**src/rtl/game_controller.sv**
```systemverilog
// Game flow controller: idle/restart/play/pause/game-over sequencing, lives and score
// bookkeeping, a free-running game tick and periodic enemy-fire requests.
module game_controller #(
  parameter int unsigned TICK_DIV    = 833333,
  parameter int unsigned LIVES_INIT  = 3,
  parameter int unsigned FIRE_PERIOD = 90,
  parameter int unsigned RESTART_LEN = 4
) (
  input  logic       CLOCK_50,
  input  logic       reset,
  input  logic       btn_start,
  input  logic       btn_pause,
  input  logic       inimigo_vivo,
  input  logic       nave_atingida,
  output logic       pausa,
  output logic       reiniciarJogo,
  output logic       game_tick,
  output logic       disparo_inimigo,
  output logic [1:0] vidas,
  output logic [7:0] pontos,
  output logic [2:0] estado
);

  localparam int unsigned TickW = (TICK_DIV > 1) ? $clog2(TICK_DIV) : 1;

  localparam logic [TickW-1:0] TickLast    = TickW'(TICK_DIV - 1);
  localparam logic [7:0]       FireLast    = 8'(FIRE_PERIOD - 1);
  localparam logic [3:0]       RestartLast = 4'(RESTART_LEN - 1);
  localparam logic [1:0]       LivesInit   = 2'(LIVES_INIT);

  localparam logic [2:0] StIdle     = 3'd0;
  localparam logic [2:0] StRestart  = 3'd1;
  localparam logic [2:0] StPlay     = 3'd2;
  localparam logic [2:0] StPause    = 3'd3;
  localparam logic [2:0] StGameOver = 3'd4;

  logic [2:0]       state_q, state_d;
  logic [TickW-1:0] tick_cnt_q;
  logic             tick_q;
  logic [7:0]       fire_cnt_q, fire_cnt_d;
  logic [3:0]       rst_cnt_q, rst_cnt_d;
  logic [1:0]       vidas_q, vidas_d;
  logic [7:0]       pontos_q, pontos_d;
  logic             start_q, pause_q, vivo_q;

  logic start_edge, pause_edge, vivo_fall, tick_wrap, fire_now;

  assign start_edge = btn_start & ~start_q;
  assign pause_edge = btn_pause & ~pause_q;
  assign vivo_fall  = ~inimigo_vivo & vivo_q;
  assign tick_wrap  = (tick_cnt_q == TickLast);

  // Free-running in every state; the strobe is registered so it appears on the wrap cycle.
  always_ff @(posedge CLOCK_50 or negedge reset) begin
    if (!reset) begin
      tick_cnt_q <= '0;
      tick_q     <= 1'b0;
    end else begin
      tick_cnt_q <= tick_wrap ? '0 : tick_cnt_q + TickW'(1);
      tick_q     <= tick_wrap;
    end
  end

  always_comb begin
    state_d    = state_q;
    fire_cnt_d = fire_cnt_q;
    rst_cnt_d  = rst_cnt_q;
    vidas_d    = vidas_q;
    pontos_d   = pontos_q;
    fire_now   = 1'b0;
    case (state_q)
      StIdle, StGameOver: begin
        if (start_edge) begin
          state_d   = StRestart;
          rst_cnt_d = '0;
          vidas_d   = LivesInit;
          pontos_d  = '0;
        end
      end
      StRestart: begin
        if (rst_cnt_q == RestartLast) begin
          state_d    = StPlay;
          fire_cnt_d = '0;
        end else begin
          rst_cnt_d = rst_cnt_q + 4'd1;
        end
      end
      StPlay: begin
        if (tick_q) begin
          if (fire_cnt_q == FireLast) begin
            fire_cnt_d = '0;
            fire_now   = inimigo_vivo;
          end else begin
            fire_cnt_d = fire_cnt_q + 8'd1;
          end
        end
        if (vivo_fall && (pontos_q != 8'hFF)) begin
          pontos_d = pontos_q + 8'd1;
        end
        // A hit outranks a simultaneous pause request.
        if (nave_atingida) begin
          if (vidas_q > 2'd1) begin
            vidas_d   = vidas_q - 2'd1;
            state_d   = StRestart;
            rst_cnt_d = '0;
          end else begin
            vidas_d = '0;
            state_d = StGameOver;
          end
        end else if (pause_edge) begin
          state_d = StPause;
        end
      end
      StPause: begin
        if (pause_edge) begin
          state_d = StPlay;
        end else if (start_edge) begin
          state_d = StIdle;
        end
      end
      default: state_d = StIdle;
    endcase
  end

  always_ff @(posedge CLOCK_50 or negedge reset) begin
    if (!reset) begin
      state_q    <= StIdle;
      fire_cnt_q <= '0;
      rst_cnt_q  <= '0;
      vidas_q    <= '0;
      pontos_q   <= '0;
      start_q    <= 1'b0;
      pause_q    <= 1'b0;
      vivo_q     <= 1'b0;
    end else begin
      state_q    <= state_d;
      fire_cnt_q <= fire_cnt_d;
      rst_cnt_q  <= rst_cnt_d;
      vidas_q    <= vidas_d;
      pontos_q   <= pontos_d;
      start_q    <= btn_start;
      pause_q    <= btn_pause;
      vivo_q     <= inimigo_vivo;
    end
  end

  assign pausa           = (state_q != StPlay);
  assign reiniciarJogo   = (state_q == StRestart);
  assign game_tick       = tick_q;
  assign disparo_inimigo = fire_now;
  assign vidas           = vidas_q;
  assign pontos          = pontos_q;
  assign estado          = state_q;

endmodule

```
**config.mk**
```make
export PLATFORM = sky130hd
export DESIGN_NAME = game_controller
export DESIGN_NICKNAME = d
export VERILOG_FILES = /design/src/rtl/game_controller.sv
export SDC_FILE = /design/constraint.sdc
export NUM_CORES = 1
export LEC_CHECK = 0
export CORE_ASPECT_RATIO = 0.7
export CORE_MARGIN = 2
export CORE_UTILIZATION = 40
export DETAILED_ROUTE_END_ITERATION = 10
export PLACE_DENSITY_LB_ADDON = 0.1
export SLEW_MARGIN = 40
export SYNTH_ARGS = -nofsm -noshare
export SYNTH_HDL_FRONTEND = slang
export SYNTH_SLANG_ARGS = --single-unit
```
**constraint.sdc**
```tcl
create_clock -name CLOCK_50 -period 2.3 [get_ports CLOCK_50]
set_input_delay 0.46 -clock CLOCK_50 [delete_from_list [all_inputs] [get_ports CLOCK_50]]
set_output_delay 0.46 -clock CLOCK_50 [all_outputs]
set_load 0.005 [all_outputs]
```
# Yosys cells after proc, flatten, opt, wreduce, memory -nomap -nowiden

Cells that the tools add are included.

Eq/ne operators: 18
$lt $le $gt $ge: 1
Reduce and logical (&&, ||, !) cells: 11
Muxes and demuxes: 28
Add/subtract/negate cells: 5
Bitwise operators: 6

Operators with widths:

| operator                                             | number |
|---|---|
| two-way mux 8 bit                                    | 5 |
| one-hot mux 8 bit (2 select lines)                   | 2 |
| two-way mux 3 bit                                    | 7 |
| adder 20 x 1 -> 20 bit (second input constant)       | 1 |
| equality test 20 bit (second input constant)         | 1 |
| two-way mux 20 bit                                   | 1 |
| adder 8 x 1 -> 8 bit (second input constant)         | 2 |
| two-way mux 4 bit                                    | 4 |
| != test 2 bit (second input constant)                | 6 |
| one-hot mux 3 bit (4 select lines)                   | 1 |
| one-hot mux 4 bit (3 select lines)                   | 1 |
| AND reduction 3 bit                                  | 3 |
| equality test 8 x 7 -> 1 bit (second input constant) | 1 |
| != test 8 bit (second input constant)                | 1 |
| equality test 3 x 2 -> 1 bit (second input constant) | 2 |
| two-way mux 2 bit                                    | 3 |
| != test 3 bit (second input constant)                | 2 |
| AND reduction 5 bit                                  | 1 |
| adder 4 x 1 -> 4 bit (second input constant)         | 1 |
| equality test 4 x 2 -> 1 bit (second input constant) | 1 |
| one-hot mux 2 bit (2 select lines)                   | 1 |
| AND reduction 4 bit                                  | 1 |
| nonzero test 2 bit                                   | 2 |
| AND 1 bit                                            | 3 |
| other kinds (12)                                     | 16 |

Logic and storage cells: 79
Output and inout bits: 17
Flip-flop bits (word level): 49
Bits of input ports: 6

# Depth between registers and ports, before layout

Depth after elaboration: 5
Depth in mapped cells: 7

# Least setup slack after synthesis

No wires, ideal clock.

Kind: register -> register
From: register tick_cnt_q[0]
To: register tick_cnt_q[18]
Data required time: 2.227 ns
Arrival: 1.829 ns
Slack: 0.398 ns
Cell stages (with the launch flop): 7
Cell sequence: dfrtp_1 > ha_1 > nand3_2 > or3_1 > buf_2 > or4_4 > a21oi_2

Longest elaborated chain between the ends: 2

Ends and longest elaborated chain:

| item                                                           | RTL line | source |
|---|---|---|
| from (decl)                                                    | 38       | `logic [TickW-1:0] tick_cnt_q;` |
| from (signal assigned)                                         | 59       | `tick_cnt_q <= tick_wrap ? '0 : tick_cnt_q + TickW'(1);` |
| adder 20 x 1 -> 20 bit or equality test 20 bit (tied branches) | 59, 51   |  |
| two-way mux 20 bit (*)                                         | 59       |  |

Mark *: on every way between the ends. The rest lies on a longest branch, timed or not.
A chain may end at the register's enable or synchronous reset.

# Final worst setup path

From: register fire_cnt_q[0]
To: register fire_cnt_q[3]

Longest elaborated chain between the ends: 4

Ends and longest elaborated chain:

| item                                                                 | RTL line | source |
|---|---|---|
| from (decl)                                                          | 40       | `logic [7:0] fire_cnt_q, fire_cnt_d;` |
| from (signal assigned)                                               | 137      | `fire_cnt_q <= fire_cnt_d;` |
| adder 8 x 1 -> 8 bit or equality test 8 x 7 -> 1 bit (tied branches) | 94, 90   |  |
| two-way mux 8 bit (*)                                                | 90       | `if (fire_cnt_q == FireLast) begin` |
| two-way mux 8 bit (*)                                                | 89       | `if (tick_q) begin` |
| one-hot mux 8 bit (2 select lines) (*)                               | 71       | `case (state_q)` |

Mark *: on every way between the ends. The rest lies on a longest branch, timed or not. The select of a mux whose other input is x is not followed.

==> results.sh <==
export IMPL_required_ns=2.55
export IMPL_place_inst=357
export IMPL_ys_seq_area_share_pct=48.0
export IMPL_cp_start_kind="register"
export IMPL_start_util_pct=41.1
export IMPL_gr_usage_met1_pct=26.3
export IMPL_dieWidth_um=99.5
export IMPL_crit_type="register to register"
export IMPL_power_leakage_nw=1.33
export IMPL_syn_avg_cell_area_um2=10.1
export IMPL_syn_inst=253
export IMPL_path_delay_family="buffers and inverters"
export IMPL_grtUsageMet3_pct=4.45
export IMPL_synth_adder_area_share_pct=2.94
export IMPL_ctsHoldBuffers=0
export IMPL_post_drt_wl_per_cell_um=14.4
export IMPL_cts_buffers=5
export IMPL_finalWeightedCongestion=0.792
export IMPL_met2_usage_pct=23.5
export IMPL_diodes=0
export IMPL_fin_tns_setup_ns=0
export IMPL_gr_max_usage_layer="met1"
export IMPL_p_per_area_nw_per_um2=681
export IMPL_syn2layout_area_growth_pct=23.0
export IMPL_synth_cell_types=52
export IMPL_finClkSkew_ns=0.0100
export IMPL_drive_gt1_share_pct=14.7
export IMPL_ir_drop_uv=393
export IMPL_clk_latency_ns=0.31
export IMPL_timing_max_slew_rel_slack_pct=54.3
export IMPL_cp_cell_sequence="ha_2 -> nand3b_1 -> nor4_2 -> buf_4 -> buf_4 -> buf_4 -> buf_4 -> buf_4 -> buf_4 -> buf_4 -> buf_4 -> buf_4 -> o21bai_4 -> a22o_1"
export IMPL_rsz0062_at_grt="no"
export IMPL_path_max_fanout=2
export IMPL_fin_cells=378
export IMPL_cpMostUsedCell="buf_4"
export IMPL_grt_pass1_wl_um=9690
export IMPL_num_rows=24
export IMPL_maxSlewViolCount=0
export IMPL_synthMuxAreaShare_pct=1.22
export IMPL_first_pass_iters=4
export IMPL_hold_path_class="primary input to asynchronous set/reset pin"
export IMPL_worstMarginPinSlew_ns=0.680
export IMPL_grt_max_degree=50
export IMPL_synth_area_leaders="dfrtp_1 (48%), nor2_1 (3.2%), o21ai_0 (3.1%), xnor2_1 (3.1%), ha_1 (2.9%)"
export IMPL_timing_final_ws_setup_ns=0.109
export IMPL_numPortBuffers=22
export IMPL_clock_sinks=49
export IMPL_rrSetupSlack_ns=0.11
export IMPL_yosys_area_top_type_share_pct=48.0
export IMPL_synth_compound_area_share_pct=14.2
export IMPL_floorplan_die_height_um=70.9
export IMPL_yosysMostFrequentCell="dfrtp_1"
export IMPL_grt_pass1_vias=1913
export IMPL_cts_tree="done"
export IMPL_die_area_um2=7050
export IMPL_overflow=0
export IMPL_r2r_end="fire_cnt_q[3]$_DFFE_PN0P_"
export IMPL_p_total_w=0.00214
export IMPL_cap_violations=0
export IMPL_antenna_left=0
export IMPL_critPathCaptureType="register"
export IMPL_fmax_mhz=456
export IMPL_yosys_most_used_dff="dfrtp_1"
export IMPL_fin_util_pct=50.5
export IMPL_crit_buf_inv=9
export IMPL_synthSimpleGateAreaFrac_pct=24.8
export IMPL_drcViolationCount=0
export IMPL_synth_edf_count=0
export IMPL_synth_seq_cells=49
export IMPL_yosysWarnings=0
export IMPL_timing_rr_start="fire_cnt_q[0]$_DFFE_PN0P_"
export IMPL_wl_um=5460
export IMPL_setup_violations=0
export IMPL_slowest_delay_ns=0.40
export IMPL_cts_buffer_depth=2
export IMPL_fp_coreArea_um2=6220
export IMPL_vias_per_cell=5.36
export IMPL_synth_top_area_cell="dfrtp_1"
export IMPL_antenna_found_initial=0
export IMPL_htreeDepth=2
export IMPL_dp_slack_ns=0.146
export IMPL_fin_crit_ns=2.19
export IMPL_root_buffer="clkbuf_8"
export IMPL_track_usage_pct=17.1
export IMPL_cp_slowest_cell="dfrtp_1"
export IMPL_path_clk_slew_ns=0.10
export IMPL_status="finished, final reports clean"
export IMPL_routed_via_count=2026
export IMPL_io_pins=23
export IMPL_syn_num_nets=265
export IMPL_worstPathArrival_ns=2.44
export IMPL_hold_viol_final=0
export IMPL_synth_top_family_by_area="simple AND/OR/NAND/NOR gates"
export IMPL_fin_crit_sh_pct=95.3
export IMPL_initialDrtViolationCount=95
export IMPL_synthXorXnorAreaFrac_pct=5.48
export IMPL_ff2ff_path_depth=14
export IMPL_syn_area_um2=2550
export IMPL_synthTopCellsByCount="dfrtp_1 (49), nor2_1 (22), nand2_1 (20)"
export IMPL_async_flop_share_pct=100
export IMPL_finalNetCount=311
export IMPL_dp_hpwl_um=3670
[sequential cells by signal, indices dropped and copies added (netlist names)]
| name | flops |
|---|---|
| vidas | 2 |
| pause_q | 1 |
| rst_cnt_q | 4 |
| pontos | 8 |
| estado | 3 |
| vivo_q | 1 |
| fire_cnt_q | 8 |
| tick_cnt_q | 20 |
| start_q | 1 |
| game_tick | 1 |
[layer usage]
| layer | share of wire (%) | vias to the layer above | wire (um) |
|---|---|---|---|
| met5 | 0 | - | 0 |
| met4 | 1.3 | 0 | 70 |
| met3 | 3.8 | 6 | 209 |
| met2 | 42 | 32 | 2290 |
| met1 | 53 | 970 | 2880 |
| li1 | - | 1018 | - |
[cell families after synthesis]
family | after synthesis
AO/OA/AOI/OAI | 54
XOR/XNOR | 16
adder cells (fa/ha/maj) | 6
buffers and inverters | 17
flip-flops | 49
multiplexers | 3
AND/OR/NAND/NOR | 108
[where the power goes]
part	switching, W	internal (W)
registers	0.0000532	0.000914
logic	0.000246	0.000264
clock network	0.000306	0.000354
[layout make-up]
| cell class | count | area [um^2] |
|---|---|---|
| inverters | 11 | 41.3 |
| flip-flops and latches | 49 | 1230 |
| repair buffers | 45 | 387 |
| clock inverters | 2 | 37.5 |
| clock buffers | 6 | 82.6 |
| fillers | 558 | 3070 |
| multi-input cells | 187 | 1270 |
| well taps | 78 | 97.6 |
[cells in the final DEF, fill, tap and decap left out, types with 2 or more instances in the layout]
master / Yosys / layout
nor4_1: 5 / 4
a21oi_1: 9 / 9
buf_4: 1 / 23
nand4_1: 6 / 6
clkbuf_8: 0 / 6
dfrtp_1: 49 / 49
nor3_1: 2 / 2
nand3_1: 15 / 15
o221ai_1: 2 / 2
nor2b_1: 6 / 6
o41ai_1: 2 / 2
or3_1: 4 / 4
a31oi_1: 7 / 7
o2111a_1: 2 / 2
mux2i_1: 2 / 2
and4_1: 2 / 2
o21bai_1: 3 / 2
clkdlybuf4s50_1: 0 / 20
nor3b_4: 1 / 2
o21ai_0: 16 / 16
ha_1: 6 / 5
nor2_1: 22 / 22
and3_1: 7 / 7
nand2_1: 20 / 20
xnor2_1: 9 / 9
xor2_1: 7 / 7
a22o_1: 4 / 4
nor3b_1: 2 / 2
inv_1: 11 / 11
a2bb2oi_1: 2 / 2
nor4bb_1: 3 / 3
nand2b_1: 2 / 2
[worst reg2reg max path: cells and delay by family, from the launching register on]
family | cells | cell delay, ns
buf+inv | 9 | 1.11
simple gates | 2 | 0.19
fa+ha+maj | 1 | 0.18
flops | 1 | 0.40
compound gates | 2 | 0.27
[what timing repair did]
item,in CTS,in global routing
endpoints found under the setup margin,1,3
pin swaps,2,2
cloned,0,0
buffers inserted,11,2
resized for setup,2,3
[worst max-delay path by stage]
stage / end / startpoint / depth (start not counted)
floorplan: tick_cnt_q[18]$_DFF_PN0_ / tick_cnt_q[0]$_DFF_PN0_ / 6
global placement: disparo_inimigo / fire_cnt_q[1]$_DFFE_PN0P_ / 6
detailed placement: disparo_inimigo / fire_cnt_q[1]$_DFFE_PN0P_ / 6
CTS: reiniciarJogo / estado[2]$_DFFE_PN0P_ / 3
global route: fire_cnt_q[3]$_DFFE_PN0P_ / fire_cnt_q[1]$_DFFE_PN0P_ / 15
finish: fire_cnt_q[3]$_DFFE_PN0P_ / fire_cnt_q[0]$_DFFE_PN0P_ / 14
[through the flow]
| step | cell area [um^2] | hold WS (ns) |
|---|---|---|
| detailed placement | 2900 | 0.502 |
| finish | 3140 | 0.255 |
| global placement | 2900 | 0.509 |
| CTS | 3110 | 0.273 |
| global route | 3140 | 0.318 |
| floorplan | 2550 | 0.164 |
(Power assumes the default switching activity.)
